File: src/rtl/mult_pkg.sv
// Shared types and sizing helpers for the tiled sequential multiplier.
package mult_pkg;

  typedef enum logic [1:0] {
    IDLE,
    RUN,
    DONE
  } state_t;

  function automatic int num_tiles(input int w, input int t);
    return (t > 0) ? (w / t) : 1;
  endfunction

  function automatic int idx_w(input int n);
    return (n > 1) ? $clog2(n) : 1;
  endfunction

endpackage

File: src/rtl/mult_tile.sv
// Combinational unsigned TxT -> 2T tile multiplier, shared by the iterator.
module mult_tile #(
  parameter int T = 2
) (
  input  logic [T-1:0]   i_a,
  input  logic [T-1:0]   i_b,
  output logic [2*T-1:0] o_p
);

  assign o_p = (2*T)'(i_a) * (2*T)'(i_b);

endmodule

File: src/rtl/mult_seq_tiled.sv
// Iterative WxW unsigned multiplier reusing one TxT tile over N*N cycles,
// with valid/ready handshakes on operands and result.
module mult_seq_tiled #(
  parameter int W = 8,
  parameter int T = 2
) (
  input  logic           clk,
  input  logic           rst,
  input  logic           in_valid,
  output logic           in_ready,
  input  logic [W-1:0]   a,
  input  logic [W-1:0]   b,
  output logic           out_valid,
  input  logic           out_ready,
  output logic [2*W-1:0] p,
  output logic           busy
);
  import mult_pkg::*;

  localparam int N  = num_tiles(W, T);
  localparam int IW = idx_w(N);
  localparam logic [IW-1:0] LAST = IW'(N - 1);

  if (T < 1) begin : g_bad_t
    $error("mult_seq_tiled: T must be >= 1");
  end else if (W % T != 0) begin : g_bad_w
    $error("mult_seq_tiled: W must be a multiple of T");
  end

  state_t r_state;
  state_t w_next;

  logic [W-1:0]   r_a;
  logic [W-1:0]   r_b;
  logic [IW-1:0]  r_i;
  logic [IW-1:0]  r_j;
  logic [2*W-1:0] r_acc;
  logic [2*W-1:0] r_p;

  logic [T-1:0]   w_ta;
  logic [T-1:0]   w_tb;
  logic [2*T-1:0] w_tp;
  logic [31:0]    w_sh;
  logic [2*W-1:0] w_sum;
  logic           w_last;
  logic           w_accept;

  assign w_ta = T'(r_a >> (32'(r_i) * 32'(T)));
  assign w_tb = T'(r_b >> (32'(r_j) * 32'(T)));
  assign w_sh = 32'(T) * (32'(r_i) + 32'(r_j));

  mult_tile #(
    .T(T)
  ) u_tile (
    .i_a(w_ta),
    .i_b(w_tb),
    .o_p(w_tp)
  );

  assign w_sum    = r_acc + ((2*W)'(w_tp) << w_sh);
  assign w_last   = (r_i == LAST) && (r_j == LAST);
  assign w_accept = (r_state == IDLE) && in_valid;

  always_ff @(posedge clk or posedge rst) begin
    if (rst) begin
      r_state <= IDLE;
    end else begin
      r_state <= w_next;
    end
  end

  always_comb begin
    w_next = r_state;
    unique case (r_state)
      IDLE:    if (in_valid)  w_next = RUN;
      RUN:     if (w_last)    w_next = DONE;
      DONE:    if (out_ready) w_next = IDLE;
      default: w_next = IDLE;
    endcase
  end

  always_ff @(posedge clk or posedge rst) begin
    if (rst) begin
      r_a   <= '0;
      r_b   <= '0;
      r_i   <= '0;
      r_j   <= '0;
      r_acc <= '0;
      r_p   <= '0;
    end else if (w_accept) begin
      r_a   <= a;
      r_b   <= b;
      r_i   <= '0;
      r_j   <= '0;
      r_acc <= '0;
    end else if (r_state == RUN) begin
      r_acc <= w_sum;
      if (r_j == LAST) begin
        r_j <= '0;
        r_i <= r_i + 1'b1;
      end else begin
        r_j <= r_j + 1'b1;
      end
      if (w_last) r_p <= w_sum;
    end
  end

  assign in_ready  = (r_state == IDLE);
  assign out_valid = (r_state == DONE);
  assign busy      = (r_state != IDLE);
  assign p         = r_p;

endmodule

File: config.mk
export PLATFORM = sky130hd
export DESIGN_NAME = mult_seq_tiled
export DESIGN_NICKNAME = d
export VERILOG_FILES = /design/src/rtl/mult_pkg.sv /design/src/rtl/mult_tile.sv /design/src/rtl/mult_seq_tiled.sv
export SDC_FILE = /design/constraint.sdc
export NUM_CORES = 1
export LEC_CHECK = 0
export BUFFER_PORTS_ARGS = -buffer_cell sky130_fd_sc_hd__buf_2
export CAP_MARGIN = 40
export CORE_ASPECT_RATIO = 0.75
export CORE_MARGIN = 3
export CORE_UTILIZATION = 53
export CTS_CLUSTER_SIZE = 10
export DETAILED_ROUTE_END_ITERATION = 16
export PLACE_DENSITY = 0.84
export SKIP_CTS_REPAIR_TIMING = 1
export SYNTH_ARGS = -nofsm -noshare
export SYNTH_HDL_FRONTEND = slang
export SYNTH_SLANG_ARGS = --single-unit
File: constraint.sdc
create_clock -name clk -period 3.4 [get_ports clk]
set_input_delay 0.17 -clock clk [delete_from_list [all_inputs] [get_ports clk]]
set_output_delay 0.17 -clock clk [all_outputs]
set_load 0.02 [all_outputs]
==> out/metrics.cfg <==
[floorplanning]
ios = 39
initial_utilization = 0.562
num_rows = 24
fp.dieH_um = 74.7
die_area_um2 = 7300
die_w_um = 97.7
core_area_um2 = 5950

[sta]
post-route-min-period_ns = 3.74
setup_ws_ns = -0.338
fmaxAchievable_mhz = 268
slew_headroom = 0.361
fin_skew_ns = 0.00752
period_share = 1.10
finalHoldViolCount = 34
worst_slew_pin_slew_ns = 0.958
hold_slack_ns = -0.0295
rsz0062_at_grt = yes
setup_viol = 16
finalMaxSlewViolations = 0

[routing]
via_count = 3247
drcViolationCount = 0
ant_nets = 0
drtPass1Iterations = 6
post_drt_wl_per_cell_um = 19.9
drtIter0Drc = 280
via_per_inst = 6.27
drt-total-wl_um = 10300

[yosys]
synth_flop_cell = dfrtp_1
synth_edf_count = 0
yosys.area_share.simple = 0.171
synthMuxAreaShare = 0.0869
syn-num-nets = 386
synth_top_family_by_area = compound AO/OA/AOI/OAI gates
netlist_area_um2 = 3340
syn_inst = 343
synthArstFlopShare = 1.00
synth-xor-area-share = 0.0184
syn_avg_cell_area_um2 = 9.74
ys_ff_latch = 54
yosysSeqAreaShare = 0.405
synth_compound_gate_area_share = 0.187
netlist-cell-type-count = 57
yosysWarnings = 0
synth-adder-area-share = 0.0907

[placed_design]
hpwl_um = 6500
place_congestion = 0.895
port_buffers = 38
dp.cells = 499

[layout]
antenna_cells = 0
area_growth_pct = 34.1
fin_cells = 518
drive_gt1_frac = 0.427
finish.net_count = 482

[global_route]
overflow = 0
grt_pass1_wl_um = 15000
grtUsageTotal = 0.255
antenna_found_initial = 0
grt_pass1_vias = 3119
grt_max_degree = 36

[worst_hold_path]
min_path_type = primary input to asynchronous set/reset pin

[cts]
clock-root-buffer = clkbuf_8
cts.reportedPaths.clkPinSlew_ns = 0.10
cts_tree = built
cts_max_level = 2
cts.sinks = 54
cts_buffers = 5
clk_latency_ns = 0.31
clockBufferDepth = 2

[worst_setup_path]
cp.required_ns = 3.60
cp-start-kind = flop
arrival_ns = 3.93
worst-setup-path-type = flop to flop
worst-path-max-fanout = 7
critPathCaptureType = flop

[flow_run]
maxCapViolCount = 0

[power]
power_frac_comb = 0.682
p_sw_frac = 0.438
design_power_total_mw = 4.87
switchingPower_mw = 2.13
p_leak_nw = 2.14
seqPwrFrac = 0.229
intPower_mw = 2.74
vdd_drop_max_mv = 0.474
clockPowerShare = 0.089
p_per_area_nw_per_um2 = 1090

[run_status]
violations = negative hold slack, negative setup slack
status = complete, but fails checks

[registers in the layout, summed over array words and instances (netlist names)]
signal / count
p: 16
r_a: 8
r_acc: 16
r_b: 8
r_i: 2
r_j: 2
r_state: 2
[layout make-up]
type,count,area [um2]
clock buffers,7,76.3
clock inverters,1,30.0
well taps,78,97.6
flip-flops and latches,54,1350
multi-input cells,261,2160
fillers,376,1470
repair buffers,105,716
inverters,12,45.0
[routing by layer]
layer | track usage | vias to the layer above | part of all wire
met3 | 0.0454 | 34 | 0.071
met1 | 0.349 | 1602 | 0.42
li1 | - | 1451 | -
met5 | 0 | - | 0
met2 | 0.427 | 160 | 0.48
met4 | 0.0722 | 0 | 0.033
[logic make-up (layout without fill, tap and decap cells)]
| group | count (synthesis) | in the layout |
|---|---|---|
| mux | 22 | 22 |
| xor+xnor | 7 | 7 |
| fa+ha+maj | 23 | 23 |
| compound gates | 92 | 93 |
| simple gates | 116 | 116 |
| buf+inv | 29 | 125 |
| flops | 54 | 54 |
[worst paths after layout]
path | from | end | slack (ns) | cells after the start
setup reg to reg | r_i[0] | r_acc[15] | -0.34 | 13
hold / removal | rst | r_b[1] | -0.03 | 2
min in group clk | out_ready | r_state[1] | 0.06 | 2
hold reg to reg | p[6] | p[6] | 0.48 | 2
max in group asynchronous | rst | r_acc[9] | 2.69 | 3
setup / recovery | r_i[0] | r_acc[15] | -0.34 | 13
[Yosys cell counts (all sizes together), types with 5 or more instances]
cell | count | share of area
dfrtp | 54 | 0.40
xor2 | 5 | 0.013
nand4 | 5 | 0.0094
ha | 21 | 0.079
buf | 5 | 0.011
mux2 | 16 | 0.054
clkbuf | 12 | 0.016
o211ai | 6 | 0.013
a21oi | 13 | 0.019
inv | 12 | 0.013
nand3 | 10 | 0.015
o21ai | 24 | 0.037
a21o | 6 | 0.013
nor2 | 21 | 0.024
and2 | 6 | 0.011
and3 | 6 | 0.013
o22ai | 6 | 0.011
nand2 | 39 | 0.044
nand2b | 10 | 0.019
[per-stage QoR]
step           hold slack, ns  cell area, um2  setup TNS [ns]  worst slack [ns]  utilization
3_5_place_dp            0.342            3990           -2.81            -0.451        0.672
4_1_cts             -0.000182            4100           -3.47            -0.485        0.689
3_3_place_gp            0.329            3990           -1.12            -0.246        0.672
2_1_floorplan           0.278            3370          -0.303            -0.164            -
6_report              -0.0295            4480           -2.37            -0.338        0.753
5_1_grt                0.0203            4480           -5.00            -0.464        0.753
[placed cells by master, fill, tap and decap left out, drive strengths merged, types with 5 or more instances in the layout]
cell type,Yosys,routed
xor2,5,5
nand2b,10,10
nor2,21,21
o22ai,6,6
and3,6,6
o211ai,6,6
a21o,6,6
mux2,16,16
buf,5,105
nand4,5,5
inv,12,12
clkbuf,12,7
nand2,39,39
o21ai,24,25
ha,21,21
dfrtp,54,54
and2,6,6
a21oi,13,13
nand3,10,10
[critical path, cell delays in order (launching register included)]
cell	delay, ns
dfrtp_2	0.44
buf_4	0.16
ha_1	0.19
inv_1	0.07
fa_2	0.50
buf_4	0.19
nand2b_1	0.16
o22ai_2	0.12
ha_1	0.33
a211o_1	0.35
a21o_1	0.19
and3_4	0.19
or4_1	0.47
a32o_1	0.27
[power groups by stage]
stage	combinational (mW)	sequential (mW)	clock, mW
after floorplan	1.50	1.14	0
after global placement	2.37	1.09	0
after detailed placement	2.50	1.10	0
after CTS	2.51	1.10	0.436
after global routing	3.54	1.14	0.471
final	3.32	1.11	0.433
Power figures use the tool's default switching activity.
